<file path="src/rtl/buffer_sched_if.sv">
// Buffer scheduler bus: producer write port, consumer pair-read port, buffer command port.
// Latency: none; signal bundle only.
// Backpressure: wr_ready / rd_gnt carry grants back to producer and consumer.
interface buffer_sched_if #(
    parameter int AW = 14
);
    logic          wr_valid;
    logic [31:0]   wr_data;
    logic          wr_ready;
    logic          rd_req;
    logic          rd_gnt;
    logic          rd_valid;
    logic [63:0]   rd_data;
    logic [1:0]    buf_state;
    logic [31:0]   buf_data_in;
    logic [AW-1:0] buf_addr;
    logic [63:0]   buf_data_out;
    logic [AW:0]   count;
    logic          full;
    logic          empty;

    // Environment side: producer, consumer and the buffer memory.
    modport master (
        output wr_valid, wr_data, rd_req, buf_data_out,
        input  wr_ready, rd_gnt, rd_valid, rd_data, buf_state, buf_data_in,
               buf_addr, count, full, empty
    );

    // Scheduler side.
    modport slave (
        input  wr_valid, wr_data, rd_req, buf_data_out,
        output wr_ready, rd_gnt, rd_valid, rd_data, buf_state, buf_data_in,
               buf_addr, count, full, empty
    );
endinterface

</file>
<file path="src/rtl/buffer_sched.sv">
// Arbitrates single-word writes and 64-bit pair reads onto one word buffer; BUF_SCHED_WRITE_PRIO_EN makes writes always win.
// Latency: grants are combinational; rd_valid/rd_data follow one cycle after rd_gnt.
// Backpressure: wr_ready low when full or read wins; rd_gnt low below two words or when write wins.
module buffer_sched #(
    parameter int DEPTH = 128,
    parameter int AW    = 14
) (
    input  logic            clk,
    input  logic            rst,
    buffer_sched_if.slave   bus
);
    localparam int          PW      = (DEPTH > 1) ? $clog2(DEPTH) : 1;
    localparam logic [AW:0] DEPTH_C = (AW+1)'(DEPTH);
    localparam logic [AW:0] ONE     = (AW+1)'(1);
    localparam logic [AW:0] TWO     = (AW+1)'(2);

    logic [AW:0]   cnt;
    logic [AW:0]   cnt_nxt;
    logic [PW-1:0] wr_ptr;
    logic [PW-1:0] rd_ptr;
    logic          rd_valid_q;
    logic [63:0]   rd_data_q;

    logic wr_elig;
    logic rd_elig;
    logic wr_win;
    logic rd_win;

    assign wr_elig = bus.wr_valid && (cnt < DEPTH_C);
    assign rd_elig = bus.rd_req && (cnt >= TWO);

`ifdef BUF_SCHED_WRITE_PRIO_EN
    assign wr_win = wr_elig;
    assign rd_win = rd_elig && !wr_elig;
`else
    // High when the most recent contended cycle went to the reader.
    logic last_rd;

    assign wr_win = wr_elig && (!rd_elig || last_rd);
    assign rd_win = rd_elig && (!wr_elig || !last_rd);

    // Remember the winner of each contended cycle so the loser goes first next time.
    always_ff @(posedge clk) begin
        if (rst) begin
            last_rd <= 1'b1;
        end else if (wr_elig && rd_elig) begin
            last_rd <= rd_win;
        end
    end
`endif

    // Grants are suppressed while reset is held so nothing touches the buffer.
    assign bus.wr_ready    = wr_win && !rst;
    assign bus.rd_gnt      = rd_win && !rst;
    assign bus.buf_state   = bus.wr_ready ? 2'b01 : (bus.rd_gnt ? 2'b10 : 2'b00);
    assign bus.buf_data_in = bus.wr_data;
    assign bus.buf_addr    = AW'(wr_ptr);

    // A read issued just before reset must not surface as rd_valid during reset.
    assign bus.rd_valid = rd_valid_q && !rst;
    assign bus.rd_data  = bus.rd_valid ? bus.buf_data_out : rd_data_q;

    assign bus.count = cnt;
    assign bus.full  = (cnt == DEPTH_C);
    assign bus.empty = (cnt == '0);

    // Occupancy moves by +1 per write grant and -2 per read grant.
    always_comb begin
        cnt_nxt = cnt;
        if (bus.wr_ready) begin
            cnt_nxt = cnt + ONE;
        end else if (bus.rd_gnt) begin
            cnt_nxt = cnt - TWO;
        end
    end

    // Occupancy and pointers; pointer width equals log2(DEPTH) so they wrap for free.
    always_ff @(posedge clk) begin
        if (rst) begin
            cnt    <= '0;
            wr_ptr <= '0;
            rd_ptr <= '0;
        end else begin
            cnt <= cnt_nxt;
            if (bus.wr_ready) begin
                wr_ptr <= wr_ptr + PW'(1);
            end
            if (bus.rd_gnt) begin
                rd_ptr <= rd_ptr + PW'(2);
            end
        end
    end

    // Read return: flag one cycle after the grant, hold the last pair in between.
    always_ff @(posedge clk) begin
        if (rst) begin
            rd_valid_q <= 1'b0;
            rd_data_q  <= '0;
        end else begin
            rd_valid_q <= bus.rd_gnt;
            if (rd_valid_q) begin
                rd_data_q <= bus.buf_data_out;
            end
        end
    end

    // The pointer gap must always match occupancy modulo DEPTH.
    assert property (@(posedge clk) disable iff (rst)
        PW'(wr_ptr - rd_ptr) == cnt[PW-1:0]);
endmodule

</file>
<file path="src/flat_wrapper.sv">
// flat-port wrapper written by rule: the top's interface ports become plain ports
module buffer_sched_flat 
#(
    parameter int DEPTH = 128,
    parameter int AW    = 14
)
  (clk, rst, bus_wr_valid, bus_wr_data, bus_rd_req, bus_buf_data_out, bus_wr_ready, bus_rd_gnt, bus_rd_valid, bus_rd_data, bus_buf_state, bus_buf_data_in, bus_buf_addr, bus_count, bus_full, bus_empty);
  buffer_sched_if #(.AW(AW)) bus_i ();
  input  logic clk;
  input  logic rst;
  input wire logic [$bits(bus_i.wr_valid)-1:0] bus_wr_valid;
  input wire logic [$bits(bus_i.wr_data)-1:0] bus_wr_data;
  input wire logic [$bits(bus_i.rd_req)-1:0] bus_rd_req;
  input wire logic [$bits(bus_i.buf_data_out)-1:0] bus_buf_data_out;
  output wire logic [$bits(bus_i.wr_ready)-1:0] bus_wr_ready;
  output wire logic [$bits(bus_i.rd_gnt)-1:0] bus_rd_gnt;
  output wire logic [$bits(bus_i.rd_valid)-1:0] bus_rd_valid;
  output wire logic [$bits(bus_i.rd_data)-1:0] bus_rd_data;
  output wire logic [$bits(bus_i.buf_state)-1:0] bus_buf_state;
  output wire logic [$bits(bus_i.buf_data_in)-1:0] bus_buf_data_in;
  output wire logic [$bits(bus_i.buf_addr)-1:0] bus_buf_addr;
  output wire logic [$bits(bus_i.count)-1:0] bus_count;
  output wire logic [$bits(bus_i.full)-1:0] bus_full;
  output wire logic [$bits(bus_i.empty)-1:0] bus_empty;
  assign bus_i.wr_valid = bus_wr_valid;
  assign bus_i.wr_data = bus_wr_data;
  assign bus_i.rd_req = bus_rd_req;
  assign bus_i.buf_data_out = bus_buf_data_out;
  assign bus_wr_ready = bus_i.wr_ready;
  assign bus_rd_gnt = bus_i.rd_gnt;
  assign bus_rd_valid = bus_i.rd_valid;
  assign bus_rd_data = bus_i.rd_data;
  assign bus_buf_state = bus_i.buf_state;
  assign bus_buf_data_in = bus_i.buf_data_in;
  assign bus_buf_addr = bus_i.buf_addr;
  assign bus_count = bus_i.count;
  assign bus_full = bus_i.full;
  assign bus_empty = bus_i.empty;
  buffer_sched #(.DEPTH(DEPTH), .AW(AW)) u_core (.clk(clk), .rst(rst), .bus(bus_i));
endmodule
</file>
<file path="config.mk">
export PLATFORM = sky130hd
export DESIGN_NAME = buffer_sched_flat
export DESIGN_NICKNAME = d
export VERILOG_FILES = /design/src/rtl/buffer_sched_if.sv /design/src/rtl/buffer_sched.sv /design/src/flat_wrapper.sv
export SDC_FILE = /design/constraint.sdc
export NUM_CORES = 1
export LEC_CHECK = 0
export CAP_MARGIN = 15
export CORE_MARGIN = 5
export CORE_UTILIZATION = 41
export CTS_CLUSTER_SIZE = 20
export DETAILED_ROUTE_END_ITERATION = 12
export PLACE_DENSITY = 0.81
export SLEW_MARGIN = 25
export SYNTH_ARGS = -nofsm -noshare
export SYNTH_HDL_FRONTEND = slang
export SYNTH_SLANG_ARGS = --single-unit
export TNS_END_PERCENT = 1
</file>
<file path="constraint.sdc">
create_clock -name clk -period 2.5 [get_ports clk]
set_clock_uncertainty 0.1 [all_clocks]
set_input_delay 0.375 -clock clk [delete_from_list [all_inputs] [get_ports clk]]
set_output_delay 0.375 -clock clk [all_outputs]
set_load 0.03 [all_outputs]
</file>
==> results of run 1 <==
## per-stage QoR
step / cells / utilization / TNS, ps
after floorplan: 483 / - / 0
after global placement: 731 / 0.5432 / 0
after detailed placement: 731 / 0.5432 / 0
after CTS: 747 / 0.5666 / -72.18
after global routing: 754 / 0.5737 / -77.13
final: 754 / 0.5737 / 0
## synth_stat cells (all sizes together)
cell type | number | area share
o311ai | 1 | 0.0019
a41oi | 1 | 0.0059
a221o | 1 | 0.0021
xor2 | 8 | 0.015
ha | 6 | 0.016
xnor2 | 1 | 0.0019
a32oi | 2 | 0.0054
nand4 | 4 | 0.0053
and3 | 6 | 0.0080
o22ai | 1 | 0.0027
clkbuf | 18 | 0.014
inv | 8 | 0.0070
o21ai | 4 | 0.0043
conb | 1 | 0.00080
nand2 | 15 | 0.014
and2 | 2 | 0.0027
buf | 49 | 0.076
nor2b | 3 | 0.0040
nand2b | 11 | 0.015
nand3 | 5 | 0.0053
nor4 | 4 | 0.0086
mux2 | 65 | 0.16
mux2i | 69 | 0.15
o32a | 1 | 0.0021
nand3b | 2 | 0.0032
a21oi | 3 | 0.0040
dfxtp | 88 | 0.38
o41ai | 1 | 0.0035
and4 | 1 | 0.0024
nor3 | 4 | 0.0078
nor2 | 82 | 0.066
a41o | 1 | 0.0021
a21boi | 1 | 0.0016
a31oi | 4 | 0.0053
or3 | 4 | 0.0053
## power breakdown
part,switching [mW],internal [mW],leakage [nW],total [mW]
clock,0.551,0.937,0.166,1.49
combinational,2.09,1.59,1.97,3.68
sequential,0.241,1.69,0.718,1.94
total,2.88,4.22,2.85,7.10
## cell type report
class,count,area share
multi-input combinational,320,0.3857
sequential,88,0.2718
timing repair buffer,179,0.2574
clock buffer,11,0.03891
tap,143,0.02755
clock inverter,5,0.01329
inverter,8,0.005394
## what timing repair did
item,CTS,global route
endpoints found under the setup margin,60,6
resized for setup,59,6
pin swaps,1,3
setup buffers,0,7
## routing by layer
layer  vias to the layer above  part of all wire  global-route usage
li1                       1844                 -                   -
met4                         0             0.035             0.08333
met5                         -                 0                   0
met3                        36             0.066             0.04422
met2                       138              0.50              0.2655
met1                      1772              0.40              0.1994
## state kept, by name (all words and copies together), names as in the netlist
signal and count:
u_core.rd_data_q 64, u_core.last_rd 1, u_core.rd_valid_q 1, u_core.bus.count 15
u_core.wr_ptr 7
## worst max path at each step
stage | start | endpoint | slack, ps | depth (start not counted)
floorplan | u_core.bus.count[1] | bus_buf_state[1] | 30 | 8
global placement | rst | bus_rd_data[13] | 140 | 5
detailed placement | rst | bus_rd_data[57] | 120 | 5
CTS | u_core.bus.count[1] | bus_rd_gnt | -70 | 8
global route | u_core.bus.count[1] | bus_wr_ready | -30 | 8
finish | u_core.bus.count[1] | bus_wr_ready | 70 | 8
## cells by family (layout without fill, tap and decap cells)
group	count (synthesis)	count (layout)
simple gates	143	143
mux	134	134
flops	88	88
buf+inv	75	203
compound gates	21	21
xor+xnor	9	9
fa+ha+maj	6	6
other cells	1	7
## worst register-to-register path, cell delays in order, from the launching register on
cell	delay [ps]
dfxtp_1	330
inv_1	70
ha_1	240
nor2b_2	170
and3_4	210
a41oi_4	250
nand2_4	110
buf_4	200
or3_1	370
mux2i_1	130
==> summary.md, run 1 <==
| Metric | Value |
|---|---|
| Area growth syn-to-layout | 38.87% |
| Yosys warns | 0 |
| Worst-path clk slew | 60 ps |
| Number of I/O port buffers | 160 |
| Worst hold path depth | 2 |
| Total CTS buffers | 9 |
| Die X | 116.8 um |
| Reg2Reg Depth | 9 |
| Hold path start | u_core.rd_data_q[0] |
| Max H-tree Level | 3 |
| Total wire length | 11860 um |
| Commonest non-fill, non-tap cell in the layout | clkdlybuf4s50_1 |
| Period utilisation layout | 0.9701 |
| CTS Hold Buffers Added | 0 |
| Worst Tran Pin Value | 796.8 ps |
| Leak | 2.853 nW |
| DR WL/cell | 15.73 um |
| RePlAce Congestion | 0.7967 |
| Initial antenna violation count | 0 |
| Synth Area in Simple Gates | 0.1474 |
| Vias per cell | 5.027 |
| Adder-cell area share of the yosys netlist | 0.01605 |
| Capturing point of the worst reg2reg path | u_core.bus.count[9] |
| Final hold viol count | 0 |
| Final WS setup | 74.78 ps |
| Commonest cells after routing, fill and taps aside | 88 x clkdlybuf4s50_1, 87 x dfxtp_1, 82 x nor2_1 |
| Footprint of the multi-input gates | 0.002505 mm2 |
| Register area share after synthesis | 0.3767 |
| Critical Path Fanout Max | 11 |
| Seq cells post-synth | 88 |
| Die Y | 116.8 um |
| Worst path top cell family by delay | buffers and inverters |
| Unrepaired setup endpoints after global routing | true |
| CP required | 2030 ps |
| Clk buf depth | 2 |
| Root Buffer | clkbuf_16 |
| DIE AREA | 0.01364 mm2 |
| Clock sinks | 88 |
| DRT antenna net count | 0 |
| WS Path Type | flip-flop to primary output |
| Worst EP arrival | 1950 ps |
| Worst Hold Path EP | u_core.rd_data_q[0] |
| Status | finished clean |
| Fin area | 0.006495 mm2 |
| GR Overflow Total | 0 |
| N_diodes | 0 |
| Synth Area in Compound Gates | 0.04093 |
| Area after DPL | 0.006150 mm2 |
| Drt initial violations | 244 |
| Fill cells | 990 |
| Layout cell share with drive strength beyond 1 | 0.2111 |
| Cell Pwr Density | 1094 mW/mm2 |
| Initial DRT Pass Iterations | 4 |
| Syn avg cell area | 9.805 um2 |
| Final setup fails | 0 |
| Max Clk Rate | 412.3 MHz |
| Fin crit period | 2425 ps |
| CP Capture Type | primary output |
| Vias in the first global route | 3718 |
| Buffers plus inverters on the worst setup path | 4 |
| DR vias | 3790 |
| Syn Std Cell Area | 0.004677 mm2 |
| Maximum vdd drop | 0.7021 mV |
| Core area | 0.01132 mm2 |
| Largest net degree at the start of global routing | 65 |
| Pre-CTS worst setup slack | 124.8 ps |
| Post-Synthesis Cells | 477 |
| Maximum capacitance violations | 0 |
| Worst slew margin | 0.4688 |
| Largest family of logic cells by synthesized area | multiplexers |
| Fin Hold WS | 391.7 ps |
| Nets | 712 |
| First-pass GRT wire length | 18070 um |
| Hold WC Path Type | flip-flop to flip-flop |
| Register area | 0.001765 mm2 |
| Total power | 7.102 mW |
| Initial core utilization | 0.4131 |
| I/O pins | 232 |
| CTS tree | done |
| Gr usage total | 0.1636 |
| Post-synthesis xor/xnor area fraction | 0.01685 |
| # rows | 39 |
| Slowest-stage cell, CP | dfxtp_1 |
| Cell seen most often among critical-path stages | buf_4 |
| Critical Path, Cell by Cell | inv_1, ha_1, nor2b_2, buf_4, a31oi_1, nor3_4, buf_6, buf_4 |
| Largest stage delay on the critical path | 330 ps |
| Post-synthesis mux area share | 0.3042 |
| Yosys cell types | 48 |
| DPL Wire Length | 8610 um |
| Drc violations | 0 |
| Worst reg-to-reg setup slack | 210 ps |
| R2r startpoint | u_core.bus.count[1] |
| Worst Setup Start Kind | flip-flop |
| Worst skew pair latency | 320 ps |
| Max-slew violation count | 0 |
Note: power is estimated with default switching activity, not from simulation.
==> run 2: changes to the inputs <==
--- a/config.mk
+++ b/config.mk
@@ -7,10 +7,10 @@
 export LEC_CHECK = 0
 export CAP_MARGIN = 15
 export CORE_MARGIN = 5
-export CORE_UTILIZATION = 41
+export CORE_UTILIZATION = 44
 export CTS_CLUSTER_SIZE = 20
 export DETAILED_ROUTE_END_ITERATION = 12
-export PLACE_DENSITY = 0.81
+export PLACE_DENSITY = 0.87
 export SLEW_MARGIN = 25
 export SYNTH_ARGS = -nofsm -noshare
 export SYNTH_HDL_FRONTEND = slang
==> constraint.sdc (replaced) <==
create_clock -name clk -period 2.98 [get_ports clk]
set_clock_uncertainty 0.1 [all_clocks]
set_input_delay 0.447 -clock clk [delete_from_list [all_inputs] [get_ports clk]]
set_output_delay 0.447 -clock clk [all_outputs]
set_load 0.03 [all_outputs]
==> run 2 against run 1 <==
Against the previous run: sequential power fell by 16%; via count fell by 0.53%; worst setup slack better by 83 ps; non-clock buffer count decreased by 10; largest cell class unchanged; highest routed layer unchanged.
==> summary.md, run 2 (synthesis gave the netlist of run 1 again) <==
| Metric | Value |
|---|---|
| CP required | 2430 ps (+400 ps) |
| Layout cell share with drive strength beyond 1 | 0.1847 (-0.02644) |
| First-pass GRT wire length | 18800 um (+4.0%) |
| Die Y | 113.1 um (-3.2%) |
| Final hold viol count | 0 (unchanged) |
| Status | finished clean |
| Leak | 2.499 nW (-12%) |
| RePlAce Congestion | 0.9588 (+20%) |
| Worst Setup Start Kind | flip-flop |
| DRT antenna net count | 0 (unchanged) |
| I/O pins | 232 (unchanged) |
| Period utilisation layout | 0.9469 |
| Fin Hold WS | 400.7 ps (+8.969 ps) |
| CP Capture Type | primary output |
| Die X | 113.1 um (-3.2%) |
| Hold WC Path Type | flip-flop to flip-flop |
| Fin crit period | 2822 ps |
| N_diodes | 0 (unchanged) |
| DR vias | 3770 (-0.53%) |
| Nets | 702 (-1.4%) |
| Final setup fails | 0 (unchanged) |
| Footprint of the multi-input gates | 0.002497 mm2 (-0.30%) |
| Clock sinks | 88 (unchanged) |
| Initial core utilization | 0.4510 (+0.03788) |
| Max Clk Rate | 354.4 MHz |
| Total CTS buffers | 9 (unchanged) |
| Cell Pwr Density | 891.3 mW/mm2 (-18%) |
| Critical Path Fanout Max | 5 (-6) |
| Setup tns final | 0 ps (unchanged) |
| Drc violations | 0 (unchanged) |
| Unrepaired setup endpoints after global routing | false |
| Maximum capacitance violations | 0 (unchanged) |
| Number of I/O port buffers | 160 (unchanged) |
| Vias in the first global route | 3940 (+6.0%) |
| Worst Tran Pin Value | 797.4 ps (+0.5702 ps) |
| Worst-path clk slew | 90 ps (+30 ps) |
| Max H-tree Level | 3 (unchanged) |
| Max reg flops | 64 (unchanged) |
| Total wire length | 11720 um (-1.2%) |
| Worst slew margin | 0.4684 (about the same) |
| GR Overflow Total | 0 (unchanged) |
| Max-slew violation count | 0 (unchanged) |
| Commonest non-fill, non-tap cell in the layout | clkdlybuf4s50_1 |
| Maximum vdd drop | 0.3990 mV (-43%) |
| Initial antenna violation count | 0 (unchanged) |
| Largest net degree at the start of global routing | 65 (unchanged) |
| Register area | 0.001767 mm2 (about the same) |
| Vias per cell | 5.115 (+1.8%) |
| Commonest cells after routing, fill and taps aside | 152 x clkdlybuf4s50_1, 86 x dfxtp_1, 82 x nor2_1 |
| Gr usage total | 0.1787 (+0.01511) |
| Worst EP arrival | 2270 ps (+320 ps) |
| DR WL/cell | 15.90 um (+1.1%) |
| WS Path Type | flip-flop to primary output |
| Initial DRT Pass Iterations | 6 (+2) |
| CTS Hold Buffers Added | 0 (unchanged) |
| Root Buffer | clkbuf_8 |
| DIE AREA | 0.01279 mm2 (-6.2%) |
| Fill cells | 834 (-16%) |
| Area growth syn-to-layout | 36.22% |
| Reg with most FFs | u_core.rd_data_q |
| DPL Wire Length | 8548 um (-0.73%) |
| Post-CTS Setup Repair Bufs | 0 (unchanged) |
| # rows | 37 (-5.1%) |
| CTS tree | done |
| Clk buf depth | 2 (unchanged) |
| Worst skew pair latency | 360 ps (+40 ps) |
| Core area | 0.01037 mm2 (-8.4%) |
| Drt initial violations | 129 (-47%) |
run 2: area by class of cell:
cell class | instances | area share
Clock inverter | 7 | 0.01591
Inverter | 8 | 0.005106
Clock buffer | 9 | 0.01944
Sequential cell | 88 | 0.2773
Timing Repair Buffer | 169 | 0.2636
Tap cell | 136 | 0.02671
Multi-Input combinational cell | 320 | 0.3920
run 2: where the power goes:
part / leakage (nW) / total (mW) / internal [mW] / switching, mW
clock: 0.112 / 0.940 / 0.483 / 0.458
sequential: 0.719 / 1.63 / 1.42 / 0.214
combinational: 1.67 / 3.10 / 1.38 / 1.72
run 2: critical path, stage by stage, from the launching register on:
cell,delay (ps)
dfxtp_1,380
nor4_4,490
nand2_2,160
nor4_2,290
and3_1,200
dlygate4sd2_1,400
run 2: metrics by stage:
stage / util / cell area [um2] / total power, mW / cells / setup WS (ps)
CTS: 0.6137 / 6364 / 5.725 / 737 / 9.914
floorplan: - / 4700 / 3.802 / 483 / 439.8
detailed placement: 0.5922 / 6141 / 4.778 / 721 / 103.0
global placement: 0.5922 / 6141 / 4.695 / 721 / 220.3
global route: 0.6144 / 6371 / 6.009 / 737 / 10.70
finish: 0.6144 / 6371 / 5.678 / 737 / 158.1
run 2: worst paths after layout:
check	start	to	slack [ps]	cells after the start
setup / recovery	u_core.bus.count[11]	bus_full	160	5
hold / removal	u_core.rd_data_q[5]	u_core.rd_data_q[5]	400	2
setup reg to reg	u_core.bus.count[2]	u_core.wr_ptr[6]	600	9
hold reg to reg	u_core.rd_data_q[5]	u_core.rd_data_q[5]	400	2
run 2: timing repair:
action | CTS | global route
pin swaps | 1 | 0
setup endpoints to repair | 4 | 6
hold endpoints to repair | 0 | 0
resized for setup | 6 | 4
run 2: metal layers:
metal / vias up / global-route usage / part of all wire / wire (um)
li1: 1827 / - / - / -
met1: 1767 / 0.2010 / 0.40 / 4655
met2: 145 / 0.3049 / 0.50 / 5802
met3: 31 / 0.05187 / 0.079 / 924
met4: 0 / 0.09535 / 0.029 / 335
met5: - / 0 / 0 / 0
==> run 3: changes to the inputs <==
--- a/config.mk
+++ b/config.mk
@@ -7,10 +7,10 @@
 export LEC_CHECK = 0
 export CAP_MARGIN = 15
 export CORE_MARGIN = 5
-export CORE_UTILIZATION = 44
+export CORE_UTILIZATION = 41
 export CTS_CLUSTER_SIZE = 20
 export DETAILED_ROUTE_END_ITERATION = 12
-export PLACE_DENSITY = 0.87
+export PLACE_DENSITY = 0.81
 export SLEW_MARGIN = 25
 export SYNTH_ARGS = -nofsm -noshare
 export SYNTH_HDL_FRONTEND = slang
==> constraint.sdc (replaced) <==
create_clock -name clk -period 3.1 [get_ports clk]
set_clock_uncertainty 0.1 [all_clocks]
set_input_delay 0.465 -clock clk [delete_from_list [all_inputs] [get_ports clk]]
set_output_delay 0.465 -clock clk [all_outputs]
set_load 0.03 [all_outputs]
==> run 3 against run 2 <==
Against the previous run: hold slack worse by 11 ps; power down 0.92%; non-clock buffer count shrank 1; global-route usage shrank 1.2 points; register-to-register slack better by 80 ps; wire length increased by 2.5%; final cell count is 0.81% higher; first-iteration DRC count increased by 77%; clock power rose by 16%; sequential share of layout area is 0.21 points lower; die area rose by 6.7%; utilization down 4.8 points; critical path type unchanged; largest cell class unchanged; largest power group unchanged.
==> summary.md, run 3 (synthesis gave the netlist of run 1 again) <==
| Metric | Value |
|---|---|
| Status | finished clean |
| Total power | 5.626 mW (-0.92%) |
| Initial DRT Pass Iterations | 4 (-2) |
| Grt met1 use | 0.1829 (-0.01805) |
| Die X | 116.8 um (+3.3%) |
| CP required | 2530 ps (+100 ps) |
| Crit path depth | 8 (+3) |
| M3 GR Usage | 0.05398 (+0.002113) |
| Gr usage total | 0.1668 (-0.01189) |
| Clock sinks | 88 (unchanged) |
| DR vias | 3788 (+0.48%) |
| DPL Wire Length | 8701 um (+1.8%) |
| Worst-path clk slew | 60 ps (-30 ps) |
| Worst path top cell family by delay | buffers and inverters |
| Max H-tree Level | 3 (unchanged) |
| Vias in the first global route | 3764 (-4.5%) |
| Max Clk Rate | 340.3 MHz |
| Combinational power share | 0.529 (-0.017) |
| Layout cell share with drive strength beyond 1 | 0.1800 (-0.004692) |
| Switch Pwr | 2.302 mW (-3.9%) |
| Commonest non-fill, non-tap cell in the layout | clkdlybuf4s50_1 |
| Final hold viol count | 0 (unchanged) |
| Hold path start | u_core.rd_data_q[7] |
| I/O pins | 232 (unchanged) |
| RePlAce Congestion | 0.8417 (-12%) |
| Final WS setup | 161.7 ps (+3.638 ps) |
| CP Capture Type | primary output |
| Largest stage delay on the critical path | 410 ps (-80 ps) |
| R2r startpoint | u_core.bus.count[1] |
| CP Capture Point | bus_rd_gnt |
| Clk buf depth | 2 (unchanged) |
| Critical Path Fanout Max | 12 (+7) |
| Busiest grt layer | met2 |
| Setup tns final | 0 ps (unchanged) |
| GR Overflow Total | 0 (unchanged) |
| Commonest cells after routing, fill and taps aside | 148 x clkdlybuf4s50_1, 87 x dfxtp_1, 82 x nor2_1 |
| Worst Tran Pin Value | 877.6 ps (+80.18 ps) |
| Post-CTS Setup Repair Bufs | 0 (unchanged) |
| Nets | 701 (-0.14%) |
| Cell Pwr Density | 876.9 mW/mm2 (-1.6%) |
| Fin crit period | 2938 ps |
| Fill cells | 969 (+16%) |
| DR WL/cell | 16.17 um (+1.7%) |
| Worst hold path depth | 2 (unchanged) |
| Number of I/O port buffers | 160 (unchanged) |
| Drc violations | 0 (unchanged) |
| Drt initial violations | 228 (+77%) |
| Reg2Reg Depth | 8 (-1) |
| DIE AREA | 0.01364 mm2 (+6.7%) |
| Area growth syn-to-layout | 37.19% |
| Worst Setup Start Kind | flip-flop |
| Buffers plus inverters on the worst setup path | 3 (+2) |
| Maximum capacitance violations | 0 (unchanged) |
| Slowest-stage cell, CP | dlygate4sd2_1 |
| N_diodes | 0 (unchanged) |
| Core area | 0.01132 mm2 (+9.2%) |
| Worst skew pair latency | 340 ps (-20 ps) |
| Sequential share of power | 0.277 (-0.011) |
| Reg with most FFs | u_core.rd_data_q |
| Initial core utilization | 0.4131 (-0.03788) |
| Worst EP arrival | 2370 ps (+100 ps) |
| Unrepaired setup endpoints after global routing | false |
| Pint | 3.324 mW (+1.3%) |
| Maximum vdd drop | 0.5816 mV (+46%) |
| Root Buffer | clkbuf_16 |
| Crit path launch | u_core.bus.count[1] |
| Total CTS buffers | 9 (unchanged) |
| DRT antenna net count | 0 (unchanged) |
| Max-slew violation count | 0 (unchanged) |
| Vias per cell | 5.098 (-0.33%) |
| Period utilisation layout | 0.9478 |
| Largest net degree at the start of global routing | 88 (+35%) |
| Sw Share | 0.4092 (-0.01267) |
| Final setup fails | 0 (unchanged) |
| First-pass GRT wire length | 18050 um (-4.0%) |
| Critical Path, Cell by Cell | inv_1, ha_1, nor2b_1, and3_1, a41oi_4, nand2_4, inv_4, dlygate4sd2_1 |
| WS Path Type | flip-flop to primary output |
| Clock share of power | 0.194 (+0.028) |
| GR Util met2 | 0.2821 (-0.02276) |
| Worst slew margin | 0.4149 (-0.05345) |
| Worst reg-to-reg setup slack | 680 ps (+80 ps) |
| Hold WC Path Type | flip-flop to flip-flop |
| Capturing point of the worst reg2reg path | u_core.bus.count[1] |
| Leak | 2.534 nW (+1.4%) |
| Die Y | 116.8 um (+3.3%) |
| Total wire length | 12010 um (+2.5%) |
| CTS tree | done |
| # rows | 39 (+5.4%) |
| Max reg flops | 64 (unchanged) |
| CTS Hold Buffers Added | 0 (unchanged) |
| Pre-CTS worst setup slack | 216.0 ps (+113.0 ps) |
| Initial antenna violation count | 0 (unchanged) |
## run 3: cell types whose count changed in the layout (fill, tap and decap cells not counted), sizes merged
cell | previous run | this run
clkdlybuf4s50 | 152 | 148
buf | 13 | 16
clkbuf | 10 | 12
dlygate4sd2 | 2 | 4
inv | 11 | 9
bufinv | 2 | 1
clkdlybuf4s15 | 1 | 0
## run 3: metrics by stage
step / instances / util / hold slack [ps] / instance area (um2)
global route: 743 / 0.5668 / 421.2 / 6416
global placement: 727 / 0.5406 / 368.3 / 6120
detailed placement: 727 / 0.5406 / 378.7 / 6120
floorplan: 483 / - / 356.1 / 4700
finish: 743 / 0.5668 / 389.8 / 6416
CTS: 743 / 0.5664 / 394.4 / 6412
## run 3: area by class of cell
| cell class | count | area [um2] | area share |
|---|---|---|---|
| Sequential cell | 88 | 1765 | 0.2752 |
| Timing Repair Buffer | 168 | 1650 | 0.2572 |
| Inverter | 8 | 32.53 | 0.005070 |
| Tap cell | 143 | 178.9 | 0.02789 |
| Clock buffer | 12 | 246.5 | 0.03842 |
| Clock inverter | 4 | 51.30 | 0.007995 |
| Multi-Input combinational cell | 320 | 2491 | 0.3883 |
## run 3: routing by layer
metal	wire [um]	share of wire
met3	1036	0.086
met2	5951	0.50
met1	4581	0.38
met4	444	0.037
met5	0	0
## run 3: power groups by stage
stage	sequential, mW	combinational (mW)	clock (mW)
2_1_floorplan	1.69	1.96	0
3_3_place_gp	1.56	2.94	0
3_5_place_dp	1.58	3.01	0
4_1_cts	1.56	3.01	1.13
5_1_grt	1.59	3.17	1.17
6_report	1.56	2.97	1.09
## run 3: worst min path at each step
stage	end	slack (ps)
after floorplan	u_core.rd_data_q[0]	360
after global placement	u_core.rd_data_q[53]	370
after detailed placement	u_core.rd_data_q[7]	380
after CTS	u_core.rd_data_q[7]	390
after global routing	u_core.rd_data_q[21]	420
final	u_core.rd_data_q[7]	390
## run 3: worst reg2reg max path: stages, from the launching register on
cell and delay [ps]:
dfxtp_1 320, inv_1 100, ha_1 200, nor2b_1 270
a31oi_1 180, nor3_4 450, buf_4 260, nor3_1 60
a221o_1 360
## run 3: timing repair
action | in CTS | in global routing
resized for setup | 4 | 0
setup endpoints to repair | 4 | 0
endpoints found under the hold margin | 0 | 0
